## src/rtl/fft_stage_sched_if.sv

```systemverilog
// Sequencer-to-datapath bus for the in-place radix-2 FFT scheduler.
// master = scheduler side (drives addresses/strobes), slave = controller/datapath side.
interface fft_stage_sched_if #(
  parameter int unsigned N_SAMPLES = 8
);
  localparam int unsigned A  = $clog2(N_SAMPLES);
  localparam int unsigned TW = A - 1;

  logic          start;
  logic          busy;
  logic          done;
  logic [A-1:0]  stage;
  logic          rd_en;
  logic [A-1:0]  rd_addr1;
  logic [A-1:0]  rd_addr2;
  logic [TW-1:0] tw_addr;
  logic          wr_en;
  logic [A-1:0]  wr_addr1;
  logic [A-1:0]  wr_addr2;

  modport master (
    input  start,
    output busy, done, stage, rd_en, rd_addr1, rd_addr2, tw_addr,
           wr_en, wr_addr1, wr_addr2
  );

  modport slave (
    output start,
    input  busy, done, stage, rd_en, rd_addr1, rd_addr2, tw_addr,
           wr_en, wr_addr1, wr_addr2
  );
endinterface

```

## src/rtl/fft_stage_sched.sv

```systemverilog
// In-place radix-2 DIT FFT sequencer: one butterfly read per cycle, write-back
// BFLY_LAT cycles later, with a drain gap between stages.
module fft_stage_sched #(
  parameter int unsigned N_SAMPLES = 8,
  parameter int unsigned BFLY_LAT  = 3
) (
  input  logic               clk,
  input  logic               rst_n,
  fft_stage_sched_if.master  bus
);

  localparam int unsigned A  = $clog2(N_SAMPLES);
  localparam int unsigned S  = A;
  localparam int unsigned BW = A - 1;
  localparam int unsigned TW = A - 1;
  localparam int unsigned DW = $clog2(BFLY_LAT + 1);

  localparam logic [BW-1:0] B_LAST = BW'(N_SAMPLES / 2 - 1);
  localparam logic [A-1:0]  S_LAST = A'(S - 1);
  localparam logic [DW-1:0] D_INIT = DW'(BFLY_LAT);
  localparam logic [DW-1:0] D_ONE  = DW'(1);

  typedef enum logic [1:0] {
    IDLE  = 2'd0,
    ISSUE = 2'd1,
    DRAIN = 2'd2
  } state_e;

  typedef struct packed {
    logic         en;
    logic [A-1:0] a1;
    logic [A-1:0] a2;
  } wr_slot_t;

  state_e         state_q;
  logic [BW-1:0]  b_q;
  logic [A-1:0]   stage_q;
  logic [DW-1:0]  drain_q;
  logic           busy_q;
  logic           done_q;
  logic           rd_en_q;
  logic [A-1:0]   rd_addr1_q;
  logic [A-1:0]   rd_addr2_q;
  logic [TW-1:0]  tw_addr_q;
  wr_slot_t       pipe_q [BFLY_LAT];

  logic [BW-1:0]  issue_b_c;
  logic [A-1:0]   issue_s_c;
  logic [A-1:0]   half_c;
  logic [A-1:0]   pos_c;
  logic [A-1:0]   group_c;
  logic [A-1:0]   a1_c;
  logic [A-1:0]   a2_c;
  logic [TW-1:0]  tw_c;

  // Butterfly/stage pair that the next issue cycle will present, and its addresses.
  always_comb begin
    issue_b_c = '0;
    issue_s_c = stage_q;
    unique case (state_q)
      IDLE:    issue_s_c = '0;
      ISSUE:   issue_b_c = b_q + BW'(1);
      DRAIN:   issue_s_c = stage_q + A'(1);
      default: issue_s_c = '0;
    endcase

    half_c  = A'(1) << issue_s_c;
    pos_c   = A'(issue_b_c) & (half_c - A'(1));
    group_c = A'(issue_b_c) >> issue_s_c;
    a1_c    = ((group_c << 1) << issue_s_c) | pos_c;
    a2_c    = a1_c + half_c;
    tw_c    = TW'(pos_c << (A'(A - 1) - issue_s_c));
  end

  // Stage/butterfly walker with drain gap between stages.
  always_ff @(posedge clk or negedge rst_n) begin
    if (!rst_n) begin
      state_q    <= IDLE;
      b_q        <= '0;
      stage_q    <= '0;
      drain_q    <= '0;
      busy_q     <= 1'b0;
      done_q     <= 1'b0;
      rd_en_q    <= 1'b0;
      rd_addr1_q <= '0;
      rd_addr2_q <= '0;
      tw_addr_q  <= '0;
    end else begin
      done_q <= 1'b0;
      unique case (state_q)
        IDLE: begin
          if (bus.start) begin
            state_q    <= ISSUE;
            b_q        <= '0;
            stage_q    <= '0;
            busy_q     <= 1'b1;
            rd_en_q    <= 1'b1;
            rd_addr1_q <= a1_c;
            rd_addr2_q <= a2_c;
            tw_addr_q  <= tw_c;
          end
        end
        ISSUE: begin
          if (b_q == B_LAST) begin
            state_q <= DRAIN;
            rd_en_q <= 1'b0;
            drain_q <= D_INIT;
          end else begin
            b_q        <= issue_b_c;
            rd_addr1_q <= a1_c;
            rd_addr2_q <= a2_c;
            tw_addr_q  <= tw_c;
          end
        end
        DRAIN: begin
          if (drain_q == D_ONE) begin
            if (stage_q == S_LAST) begin
              state_q <= IDLE;
              busy_q  <= 1'b0;
              done_q  <= 1'b1;
            end else begin
              state_q    <= ISSUE;
              stage_q    <= issue_s_c;
              b_q        <= '0;
              rd_en_q    <= 1'b1;
              rd_addr1_q <= a1_c;
              rd_addr2_q <= a2_c;
              tw_addr_q  <= tw_c;
            end
          end else begin
            drain_q <= drain_q - D_ONE;
          end
        end
        default: begin
          state_q <= IDLE;
          busy_q  <= 1'b0;
          rd_en_q <= 1'b0;
        end
      endcase
    end
  end

  // Write-back delay line: the read pair re-emerges as a write BFLY_LAT cycles later.
  always_ff @(posedge clk or negedge rst_n) begin
    if (!rst_n) begin
      for (int unsigned i = 0; i < BFLY_LAT; i++) begin
        pipe_q[i] <= '0;
      end
    end else begin
      pipe_q[0] <= '{en: rd_en_q, a1: rd_addr1_q, a2: rd_addr2_q};
      for (int unsigned i = 1; i < BFLY_LAT; i++) begin
        pipe_q[i] <= pipe_q[i-1];
      end
    end
  end

  assign bus.busy     = busy_q;
  assign bus.done     = done_q;
  assign bus.stage    = stage_q;
  assign bus.rd_en    = rd_en_q;
  assign bus.rd_addr1 = rd_addr1_q;
  assign bus.rd_addr2 = rd_addr2_q;
  assign bus.tw_addr  = tw_addr_q;
  assign bus.wr_en    = pipe_q[BFLY_LAT-1].en;
  assign bus.wr_addr1 = pipe_q[BFLY_LAT-1].a1;
  assign bus.wr_addr2 = pipe_q[BFLY_LAT-1].a2;

endmodule

```

## src/flat_wrapper.sv

```systemverilog
// flat-port wrapper written by rule: the top's interface ports become plain ports
module fft_stage_sched_flat 
#(
  parameter int unsigned N_SAMPLES = 8,
  parameter int unsigned BFLY_LAT  = 3
)
  (clk, rst_n, bus_start, bus_busy, bus_done, bus_stage, bus_rd_en, bus_rd_addr1, bus_rd_addr2, bus_tw_addr, bus_wr_en, bus_wr_addr1, bus_wr_addr2);
  fft_stage_sched_if #(.N_SAMPLES(N_SAMPLES)) bus_i ();
  input  logic clk;
  input  logic rst_n;
  input wire logic [$bits(bus_i.start)-1:0] bus_start;
  output wire logic [$bits(bus_i.busy)-1:0] bus_busy;
  output wire logic [$bits(bus_i.done)-1:0] bus_done;
  output wire logic [$bits(bus_i.stage)-1:0] bus_stage;
  output wire logic [$bits(bus_i.rd_en)-1:0] bus_rd_en;
  output wire logic [$bits(bus_i.rd_addr1)-1:0] bus_rd_addr1;
  output wire logic [$bits(bus_i.rd_addr2)-1:0] bus_rd_addr2;
  output wire logic [$bits(bus_i.tw_addr)-1:0] bus_tw_addr;
  output wire logic [$bits(bus_i.wr_en)-1:0] bus_wr_en;
  output wire logic [$bits(bus_i.wr_addr1)-1:0] bus_wr_addr1;
  output wire logic [$bits(bus_i.wr_addr2)-1:0] bus_wr_addr2;
  assign bus_i.start = bus_start;
  assign bus_busy = bus_i.busy;
  assign bus_done = bus_i.done;
  assign bus_stage = bus_i.stage;
  assign bus_rd_en = bus_i.rd_en;
  assign bus_rd_addr1 = bus_i.rd_addr1;
  assign bus_rd_addr2 = bus_i.rd_addr2;
  assign bus_tw_addr = bus_i.tw_addr;
  assign bus_wr_en = bus_i.wr_en;
  assign bus_wr_addr1 = bus_i.wr_addr1;
  assign bus_wr_addr2 = bus_i.wr_addr2;
  fft_stage_sched #(.N_SAMPLES(N_SAMPLES), .BFLY_LAT(BFLY_LAT)) u_core (.clk(clk), .rst_n(rst_n), .bus(bus_i));
endmodule
```

## config.mk

```make
export PLATFORM = sky130hd
export DESIGN_NAME = fft_stage_sched_flat
export DESIGN_NICKNAME = d
export VERILOG_FILES = /design/src/rtl/fft_stage_sched_if.sv /design/src/rtl/fft_stage_sched.sv /design/src/flat_wrapper.sv
export SDC_FILE = /design/constraint.sdc
export NUM_CORES = 1
export LEC_CHECK = 0
export ABC_CLOCK_PERIOD_IN_PS = 2800
export BUFFER_PORTS_ARGS = -buffer_cell sky130_fd_sc_hd__buf_2
export CAP_MARGIN = 20
export CORE_MARGIN = 1
export CORE_UTILIZATION = 40
export DETAILED_ROUTE_END_ITERATION = 10
export GPL_TIMING_DRIVEN = 0
export PLACE_DENSITY = 0.68
export SLEW_MARGIN = 15
export SYNTH_ARGS = -nofsm -noshare
export SYNTH_HDL_FRONTEND = slang
export SYNTH_SLANG_ARGS = --single-unit
```

## constraint.sdc

```tcl
create_clock -name clk -period 2.8 [get_ports clk]
set_clock_uncertainty 0.1 [all_clocks]
set_input_delay 0.14 -clock clk [delete_from_list [all_inputs] [get_ports clk]]
set_output_delay 0.14 -clock clk [all_outputs]
set_load 0.005 [all_outputs]
```

==> qor.csv, run 1 <==
stage,metric,value,unit
setup_path,critPathMaxFanout,10,
final_layout,fin_util,52.9,%
yosys,yosys_most_used_dff,dfrtp_1,
floorplan,dieArea,5060,um2
placement,dp_hpwl,2.23,mm
yosys,ys_seq_area_share,53.7,%
yosys,syn_area_per_cell,11.1,um2
floorplan,die_x,71.1,um
floorplan,std_cell_rows,24,
floorplan,initial_core_util,42.7,%
routing,vias,1334,
sta,max_freq,0.367,GHz
placement,portBuffers,23,
routing,drt_pass1_iterations,9,
power_and_ir_drop,ir_drop,0.444,mV
cts,cts_tree,done,
power_and_ir_drop,clockPowerShare,17.8,%
final_layout,area_growth,23.9,%
setup_path,end_kind,register,
routing,drcViolationCount,1,
sta,worst_pin_slew,875,ps
yosys,synth_edf_count,0,
power_and_ir_drop,power_leakage,1.19,nW
grt,grt_pass1_vias,1265,
yosys,syn_inst,172,
yosys,synth_area_leaders,"dfrtp_1, ha_1, a21oi_1",
power_and_ir_drop,p_switching,0.860,mW
routing,ant_nets,0,
setup_path,crit_required,2870,ps
yosys,synth_top_area_cell,dfrtp_1,
yosys,async_flop_share,100,%
yosys,syn-num-nets,189,
cts,cts_root_buf,clkbuf_8,
sta,fin_setup_tns,0,ps
routing,wl_per_cell,12.9,um
sta,finalCritPeriodShare,97.4,%
setup_path,setup.worst_path.start_class,register,
final_layout,antenna_cells,0,
cts,cts-htree-levels,2,
yosys,synth_cell_type_count,41,
setup_path,criticalPathCategory,reg -> reg,
placement,globalplace.congestion,0.911,
setup_path,arrival,2800,ps
sta,fin_crit,2730,ps
yosys,syn_area,1910,um2
routing,wl_met3,106,um
sta,setup_viol_count_final,0,
routing,drt-total-wl,3.40,mm
grt,grt_max_degree,42,
cts,clock_latency,290,ps
power_and_ir_drop,swShare,34.1,%
sta,finalMaxSlewViolations,0,
power_and_ir_drop,p_total,2.52,mW
power_and_ir_drop,powerDensity,1070,nW/um2
grt,grt.total_usage,14.7,%
sta,hold_violations,0,
floorplan,die_h,71.1,um
final_layout,drive_gt1_share,33.2,%
power_and_ir_drop,internal_power,1.66,mW
routing,drt_iter0_drc,50,
worst_hold_path,hold-path-cell-count,3,
yosys,yosys.area.top_type_share,53.7,%
final_layout,nNetsFinal,228,
grt,grt_pass1_wl,5.75,mm
yosys,yosysWarnings,0,
power_and_ir_drop,p_comb_share,47.2,%
cts,clockBufferDepth,2,
routing,wl_met2,1.55,mm
flow_run,drv_cap,0,
floorplan,core,4470,um2
setup_path,ff2ff_path_depth,12,
grt,grt_overflow,0,
routing,highest_layer,met4,
cts,cts_buffers,5,
yosys,synth-seq-cells,41,
power_and_ir_drop,power_frac_seq,35.0,%
cts,clk_pin_slew,80,ps
sta,relSlewSlack,41.7,%
grt,antenna_found_initial,0,
worst_hold_path,min_path_type,in -> reg,
run_status,violations,DRC,
run_status,status,finished with violations,
routing,routed_via_density,5.07,
floorplan,num_io_pins,24,
routing,drt-met1-wl,1.69,mm
cts,cts.sinks,41,
layout by cell type (no fill, tap or decap), types with 2 or more instances in the layout:
cell type,instances
dfrtp_1,40
nor2b_1,3
o31ai_1,2
ha_4,4
a22o_1,4
buf_4,16
buf_6,2
ha_1,9
buf_2,23
a21oi_1,12
nand2_1,17
a21bo_2,2
nand2b_1,3
nor3_1,4
clkbuf_8,5
nor2_1,11
and2_1,3
mux2_2,3
nand3_1,3
inv_2,3
inv_1,6
o21ai_0,7
a211o_1,2
cells in the mapped netlist (2+ instances only):
cell / count
and2_1: 3
ha_1: 13
buf_4: 6
a211o_1: 2
a22o_1: 4
nor2_1: 11
nand2_1: 17
nor3_1: 4
a21oi_1: 13
mux2_2: 3
buf_2: 2
nand3_1: 3
o31ai_1: 2
nor2b_1: 3
a21bo_2: 2
dfrtp_1: 41
nand2b_1: 3
inv_1: 9
o21ai_0: 8
mux2i_1: 2
logic make-up (layout without fill, tap and decap cells):
logic type | after synthesis | after routing | synth area share, %
DFF | 41 | 41 | 53.7
muxes | 5 | 5 | 2.81
and+or+nand+nor | 50 | 50 | 12.6
buffers and inverters | 20 | 59 | 6.22
adders and majority gates | 14 | 14 | 9.56
AOI/OAI and AO/OA | 39 | 39 | 14.1
xor gates and xnor gates | 2 | 2 | 0.916
other | 1 | 1 | 0.196
per-layer routing:
| metal | track usage (%) | vias to the layer above |
|---|---|---|
| met5 | 0 | - |
| met4 | 6.89 | 0 |
| met3 | 3.28 | 5 |
| met2 | 23.1 | 27 |
| met1 | 19.6 | 640 |
| li1 | - | 662 |
power groups by stage:
stage / logic, mW / clock network (mW) / registers [mW]
CTS: 1.11 / 0.464 / 0.884
global route: 1.32 / 0.488 / 0.909
detailed placement: 0.932 / 0 / 0.906
finish: 1.19 / 0.450 / 0.884
global placement: 0.915 / 0 / 0.897
floorplan: 0.691 / 0 / 0.892
worst paths after layout:
kind / from / endpoint / slack (ps)
worst max-delay path: u_core.state_q[0] / u_core.bus.rd_addr2[1] / 70
worst min-delay path: bus_start / u_core.bus.busy / 40
worst max register to register: u_core.state_q[0] / u_core.bus.rd_addr2[1] / 70
worst min register to register: u_core.pipe_q[15] / u_core.pipe_q[8] / 250
max in group asynchronous: rst_n / u_core.bus.stage[0] / 1610
min in group asynchronous: rst_n / u_core.bus.done / 400
metrics by stage:
stage               area [um2]  setup WS (ps)  hold slack (ps)  instances
global route              2370          -18.3              105        263
finish                    2370           72.2             40.5        263
CTS                       2320           39.5             45.6        261
floorplan                 1920           38.1             -256        172
detailed placement        2100           -287              216        247
global placement          2100           -257              214        247
worst max-delay path, cell delays in order, from the launching register on:
cell and delay, ps:
dfrtp_1 370, inv_2 70, ha_1 190, buf_4 160, buf_6 140, mux2i_4 190, buf_4 160, ha_4 170
xnor2_4 140, a21oi_2 50, o21ai_2 160, fa_1 440, mux2_2 260
final cells by class:
type | instances | area [um2]
clock inverter | 2 | 35.0
clock buffer | 5 | 68.8
tap | 52 | 65.1
buffer | 11 | 97.6
sequential | 41 | 1030
timing repair buffer | 32 | 185
multi-input combinational | 111 | 856
fill | 392 | 2110
inverter | 9 | 33.8
flip-flops by register name (all words and copies together) (netlist names):
name                 count
u_core.b_q               2
u_core.bus.busy          1
u_core.bus.wr_addr2      3
u_core.pipe_q           14
u_core.bus.stage         3
u_core.drain_q           2
u_core.bus.rd_en         1
u_core.bus.tw_addr       2
u_core.bus.wr_en         1
u_core.bus.rd_addr1      3
u_core.state_q           2
u_core.bus.done          1
u_core.bus.rd_addr2      3
u_core.bus.wr_addr1      3
repair_timing:
action / 4_1_cts / 5_1_grt
hold buffers: 1 / 0
hold endpoints to repair: 41 / 0
setup endpoints to repair: 2 / 2
pin swaps: 2 / 3
buffers inserted: 6 / 2
resized for setup: 15 / 6
No activity file was read; power rests on OpenSTA's default activity.
==> run 2: changes to the inputs <==
ABC_AREA = 1   (was unset)
SLEW_MARGIN = 20   (was 15)
==> qor.csv, run 2 <==
stage,metric,value,unit,change
placement,portBuffers,23,,unchanged
setup_path,setup.worst_path.start,u_core.state_q[1],,
final_layout,nNetsFinal,239,,+4.8%
cts,clockBufferDepth,2,,unchanged
setup_path,crit_end,u_core.bus.rd_addr2[2],,
cts,clock_latency,300,ps,about the same
flow_run,drv_cap,0,,unchanged
floorplan,initial_core_util,42.3,%,-0.44 points
setup_path,worstReg2RegStart,u_core.state_q[1],,
sta,setup_viol_count_final,0,,unchanged
setup_path,end_kind,register,,
setup_path,path_common_cell,inv_1,,
grt,grt_pass1_wl,5.43,mm,-5.6%
floorplan,num_io_pins,24,,unchanged
power_and_ir_drop,swShare,39.5,%,+5.4 points
final_layout,drive_gt1_share,28.7,%,-4.5 points
yosys,synth_cell_type_count,26,,-37%
yosys,synth_most_common_cell,nand2_1,,
routing,drt-total-wl,3.08,mm,-9.4%
yosys,syn-num-nets,205,,+8.5%
sta,finalCritPeriodShare,92.5,%,-4.9 points
floorplan,core,4440,um2,-0.67%
setup_path,crit_slowest_cell,fa_1,,
setup_path,critPathMaxFanout,7,,-3
final_layout,area_growth,16.7,%,
routing,drcViolationCount,8,,+7
power_and_ir_drop,p_comb_share,45.3,%,-1.9 points
sta,rsz0062_at_grt,no,,
grt,grt_pass1_vias,1236,,-2.3%
floorplan,die_x,70.5,um,-0.83%
routing,routed_via_density,4.62,,-9.0%
yosys,yosysWarnings,0,,unchanged
worst_hold_path,min_path_type,in -> reg,,
power_and_ir_drop,clockPowerShare,16.3,%,-1.5 points
routing,vias,1270,,-4.8%
sta,hold_ws,192,ps,+151 ps
sta,finalMaxSlewViolations,0,,unchanged
setup_path,rr_endpoint,u_core.bus.rd_addr2[2],,
power_and_ir_drop,internal_power,1.40,mW,-16%
cts,clk_pin_slew,80,ps,about the same
final_layout,mostFrequentLayoutCells,"nand2_1, dfrtp_1, buf_2",,
sta,worst_pin_slew,884,ps,+9.76 ps
setup_path,path_cells,inv_1 > ha_1 > inv_2 > a21oi_2 > inv_1 > ha_2 > nor2_2 > o21ai_2 > fa_1 > inv_1 > nand4_1 > a31oi_1,,
power_and_ir_drop,ir_drop,0.377,mV,-15%
yosys,synth_top_area_cell,dfrtp_1,,
yosys,syn_area_per_cell,10.0,um2,-10%
sta,setup_slack,210,ps,+138 ps
power_and_ir_drop,p_total,2.32,mW,-8.0%
final_layout,finish.instance_area,2190,um2,-7.4%
setup_path,arrival,2700,ps,-100 ps
routing,drt_pass1_iterations,9,,unchanged
power_and_ir_drop,powerDensity,1060,nW/um2,-0.70%
yosys,yosys.area.top_type_share,54.6,%,+0.93 points
grt,grt_max_degree,42,,unchanged
cts,cts_tree,done,,
final_layout,layout_commonest_cell,nand2_1,,
floorplan,dieArea,4980,um2,-1.7%
routing,drt_iter0_drc,66,,+32%
grt,grt_overflow,0,,unchanged
cts,cts.sinks,41,,unchanged
power_and_ir_drop,power_frac_seq,38.3,%,+3.3 points
setup_path,crit_required,2910,ps,+40 ps
placement,dp_hpwl,2.15,mm,-3.6%
setup_path,crit_path_max_incr_delay,410,ps,-30 ps
yosys,synth_edf_count,0,,unchanged
yosys,yosys_most_used_dff,dfrtp_1,,
final_layout,antenna_cells,0,,unchanged
setup_path,setup.worst_path.start_class,register,,
placement,globalplace.congestion,0.787,,-14%
yosys,synth-seq-cells,41,,unchanged
floorplan,die_h,70.5,um,-0.83%
grt,antenna_found_initial,0,,unchanged
routing,wl_met3,119,um,+12%
routing,wl_met2,1.39,mm,-10%
worst_hold_path,min_from,bus_start,,
cts,cts_root_buf,clkbuf_8,,
run_status,violations,DRC,,
yosys,syn_area,1880,um2,-1.7%
final_layout,largest_reg_flops,14,,unchanged
routing,ant_nets,0,,unchanged
yosys,syn_inst,188,,+9.3%
sta,relSlewSlack,41.0,%,-0.65 points
placement,pre_cts_ws,-88.1,ps,+199 ps
floorplan,std_cell_rows,24,,unchanged
setup_path,criticalPathCategory,reg -> reg,,
yosys,synth_commonest_cells,"nand2_1, dfrtp_1, inv_1",,
run_status,status,finished with violations,,
setup_path,ff2ff_path_depth,12,,unchanged
power_and_ir_drop,power_leakage,1.18,nW,-1.1%
yosys,ys_seq_area_share,54.6,%,+0.93 points
grt,grt.total_usage,14.0,%,-0.68 points
sta,max_freq,0.386,GHz,+5.3%
final_layout,largest_register,u_core.pipe_q,,
worst_hold_path,hold-path-cell-count,4,,+1
routing,wl_per_cell,11.2,um,-13%
routing,drt-met1-wl,1.48,mm,-12%
yosys,async_flop_share,100,%,unchanged
power_and_ir_drop,p_switching,0.917,mW,+6.6%
cts,cts-htree-levels,2,,unchanged
cts,cts_buffers,5,,unchanged
sta,fin_crit,2590,ps,-138 ps
yosys,synth_area_leaders,"dfrtp_1, ha_1, nand2_1",,
setup_path,rrSetupSlack,210,ps,+140 ps
sta,fin_setup_tns,0,ps,unchanged
sta,hold_violations,0,,unchanged
routing,highest_layer,met4,,
placement,place_area,2060,um2,-1.8%
run 2: kinds of logic (layout without fill, tap and decap cells):
group | count (synthesis) | in the layout | share of synthesized area (%)
compound gates | 23 | 23 | 7.99
fa+ha+maj | 14 | 14 | 9.72
buf+inv | 32 | 67 | 8.52
flops | 41 | 41 | 54.6
other cells | 1 | 1 | 0.200
simple gates | 77 | 77 | 19.0
run 2: power groups by stage:
stage	sequential, mW	combinational (mW)	clock [mW]
final	0.890	1.05	0.379
after global routing	0.915	1.22	0.414
after CTS	0.893	1.00	0.396
after detailed placement	0.904	0.995	0
after global placement	0.896	0.971	0
after floorplan	0.891	0.749	0
run 2: routing by layer:
metal	GRT usage, %	vias to the layer above
met5	0	-
met4	8.44	0
met3	3.13	7
met2	21.7	25
met1	18.3	582
li1	-	656
run 2: through the flow:
| step | cells | util (%) |
|---|---|---|
| final | 275 | 49.4 |
| after global routing | 275 | 49.4 |
| after CTS | 272 | 48.6 |
| after detailed placement | 263 | 46.3 |
| after global placement | 263 | 46.3 |
| after floorplan | 188 | - |
run 2: repair_timing:
action                                  CTS  global route
endpoints found under the setup margin    1             2
gates resized for setup                   1             5
hold buffers                              1             0
setup buffers                             0             3
hold endpoints to repair                 41             0
run 2: critical path: cells and delay by family (launching register included):
family | cells | cell delay (ps)
AOI/OAI and AO/OA | 3 | 510
adders and majority gates | 3 | 860
buffers and inverters | 4 | 390
DFF | 1 | 400
and+or+nand+nor | 2 | 240
run 2: worst min path at each step:
stage	to	slack [ps]
6_report	u_core.bus.stage[1]	190
3_3_place_gp	u_core.state_q[0]	220
4_1_cts	u_core.bus.stage[1]	180
5_1_grt	u_core.bus.stage[1]	240
2_1_floorplan	u_core.b_q[0]	-260
3_5_place_dp	u_core.state_q[0]	230
run 2: layout make-up:
| cell class | instances | area, um2 |
|---|---|---|
| repair buffers | 27 | 148 |
| inverters | 24 | 92.6 |
| plain buffers | 8 | 67.6 |
| multi-input cells | 115 | 707 |
| clock buffers | 5 | 68.8 |
| flip-flops and latches | 41 | 1030 |
| fillers | 432 | 2250 |
| clock inverters | 3 | 17.5 |
| well taps | 52 | 65.1 |
==> run 3: changes to the inputs <==
--- a/config.mk
+++ b/config.mk
@@ -15,4 +15,5 @@
 export GPL_TIMING_DRIVEN = 0
 export PLACE_DENSITY = 0.68
+export REMOVE_ABC_BUFFERS = 1
 export SLEW_MARGIN = 20
 export SYNTH_ARGS = -nofsm -noshare
==> constraint.sdc (replaced) <==
create_clock -name clk -period 2.8 [get_ports clk]
set_clock_uncertainty 0.1 [all_clocks]
set_input_delay 0.56 -clock clk [delete_from_list [all_inputs] [get_ports clk]]
set_output_delay 0.56 -clock clk [all_outputs]
set_load 0.005 [all_outputs]
==> qor.csv, run 3 (synthesized netlist as in run 2, its figures left out) <==
stage,metric,value,unit,change
run_status,status,finished with violations,,
run_status,violations,DRC,,
cts,cts_tree,done,,
floorplan,dieArea,4980,um2,unchanged
setup_path,cp_top_family,adder cells,,
setup_path,crit_required,2920,ps,about the same
cts,clockBufferDepth,2,,unchanged
setup_path,crit_slowest_cell,dfrtp_2,,
sta,relSlewSlack,40.8,%,-0.22 points
final_layout,mostFrequentLayoutCells,"nand2_1, dfrtp_1, buf_2",,
sta,finalCritPeriodShare,95.0,%,+2.5 points
final_layout,regArea,1030,um2,unchanged
placement,globalplace.congestion,0.813,,+3.3%
floorplan,die_x,70.5,um,unchanged
grt,antenna_found_initial,0,,unchanged
cts,hold_buffers,0,,-1
placement,pre_cts_ws,-291,ps,-203 ps
final_layout,area_growth,15.6,%,
sta,setup_slack,141,ps,-69.2 ps
grt,grt_overflow,0,,unchanged
final_layout,drive_gt1_share,26.4,%,-2.3 points
final_layout,nFillCells,420,,-2.8%
cts,cts_root_buf,clkbuf_8,,
power_and_ir_drop,power_leakage,1.15,nW,-2.2%
final_layout,largest_register,u_core.pipe_q,,
setup_path,arrival,2770,ps,+70 ps
power_and_ir_drop,p_switching,0.906,mW,-1.2%
setup_path,criticalPathCategory,reg -> reg,,
routing,drt-total-wl,3.02,mm,-1.9%
cts,cts-htree-levels,2,,unchanged
routing,ant_nets,0,,unchanged
sta,max_freq,0.376,GHz,-2.6%
sta,hold_ws,251,ps,+59.8 ps
cts,clock_latency,290,ps,about the same
sta,fin_crit,2660,ps,+69.2 ps
setup_path,setup.worst_path.start_class,register,,
flow_run,drv_cap,0,,unchanged
worst_hold_path,min_path_type,reg -> reg,,
power_and_ir_drop,clockPowerShare,20.3,%,+4.0 points
final_layout,layout_commonest_cell,nand2_1,,
floorplan,std_cell_rows,24,,unchanged
setup_path,end_kind,register,,
floorplan,core,4440,um2,unchanged
setup_path,critPathMaxFanout,7,,unchanged
final_layout,nNetsFinal,232,,-2.9%
final_layout,multi_input_area,719,um2,+1.8%
power_and_ir_drop,powerDensity,1080,nW/um2,+2.3%
routing,drt_pass1_iterations,9,,unchanged
setup_path,worst-path-buf-inv,3,,-1
cts,cts_buffers,5,,unchanged
sta,fin_setup_tns,0,ps,unchanged
routing,routed_via_density,4.59,,-0.70%
floorplan,initial_core_util,42.3,%,unchanged
cts,clk_pin_slew,80,ps,about the same
sta,finalMaxSlewViolations,0,,unchanged
final_layout,antenna_cells,0,,unchanged
setup_path,path_cells,inv_1 > ha_1 > inv_1 > nand2_1 > nand2_1 > nand2_1 > ha_1 > nor2_1 > o21ai_2 > fa_1 > inv_1 > nand4_1 > a31oi_1,,
sta,setup_viol_count_final,0,,unchanged
sta,worst_pin_slew,888,ps,+3.28 ps
routing,vias,1229,,-3.2%
routing,drcViolationCount,6,,-2
power_and_ir_drop,power_frac_seq,38.0,%,-0.3 points
placement,portBuffers,23,,unchanged
floorplan,die_h,70.5,um,unchanged
floorplan,num_io_pins,24,,unchanged
setup_path,crit_path_max_incr_delay,430,ps,+20 ps
sta,hold_violations,0,,unchanged
grt,grt_max_degree,42,,unchanged
grt,grt_pass1_vias,1133,,-8.3%
placement,dp_hpwl,2.03,mm,-5.3%
grt,grt.total_usage,13.6,%,-0.40 points
power_and_ir_drop,swShare,38.5,%,-0.97 points
routing,wl_per_cell,11.3,um,+0.68%
routing,drt_iter0_drc,44,,-33%
power_and_ir_drop,p_comb_share,41.7,%,-3.6 points
power_and_ir_drop,ir_drop,0.386,mV,+2.4%
power_and_ir_drop,internal_power,1.44,mW,+2.9%
grt,grt_pass1_wl,5.18,mm,-4.7%
cts,cts.sinks,41,,unchanged
final_layout,largest_reg_flops,14,,unchanged
run 3: cell types whose count changed in the layout (fill, tap and decap cells not counted), sizes merged:
cell	before	now
clkinv	2	1
buf	34	28
bufinv	0	1
dlygate4sd3	1	0
run 3: cell type report:
type,instances,share of cell area [%]
clock buffers,5,3.17
clock inverters,3,2.13
inverters,24,4.26
multi-input cells,115,33.1
flip-flops and latches,41,47.3
well taps,52,3.00
repair buffers,28,7.03
run 3: through the flow:
step                      cells  area (um2)  power (mW)  util [%]
after global routing        268        2170        2.58      48.9
after detailed placement    255        1990        1.80      44.8
after floorplan             180        1810        1.56         -
after CTS                   263        2120        2.31      47.8
final                       268        2170        2.35      48.9
after global placement      255        1990        1.77      44.8
run 3: power groups by stage:
stage	sequential (mW)	combinational (mW)	clock [mW]
2_1_floorplan	0.899	0.658	0
3_3_place_gp	0.893	0.879	0
3_5_place_dp	0.903	0.894	0
4_1_cts	0.894	0.926	0.492
5_1_grt	0.925	1.14	0.513
6_report	0.893	0.981	0.476
run 3: final timing paths:
check | from | endpoint | slack (ps) | depth (start not counted)
hold / removal | u_core.pipe_q[11] | u_core.bus.wr_addr1[1] | 250 | 0
max in group asynchronous | rst_n | u_core.bus.stage[0] | 1710 | 1
hold reg to reg | u_core.pipe_q[11] | u_core.bus.wr_addr1[1] | 250 | 0
setup reg to reg | u_core.bus.stage[0] | u_core.bus.rd_addr2[2] | 140 | 13
setup / recovery | u_core.bus.stage[0] | u_core.bus.rd_addr2[2] | 140 | 13
min in group asynchronous | rst_n | u_core.bus.rd_en | 290 | 1
run 3: per-layer routing:
metal,share of wire [%],track usage [%],vias to the layer above
li1,-,-,639
met1,48,18.4,554
met2,45,20.3,29
met3,4.6,4.13,7
met4,2.1,6.44,0
met5,0,0,-
run 3: repair_timing:
item                                    CTS  global route
gates cloned                              0             0
resized for setup                         3             4
pin swaps                                 0             2
endpoints found under the setup margin    2             2
setup buffers                             0             5
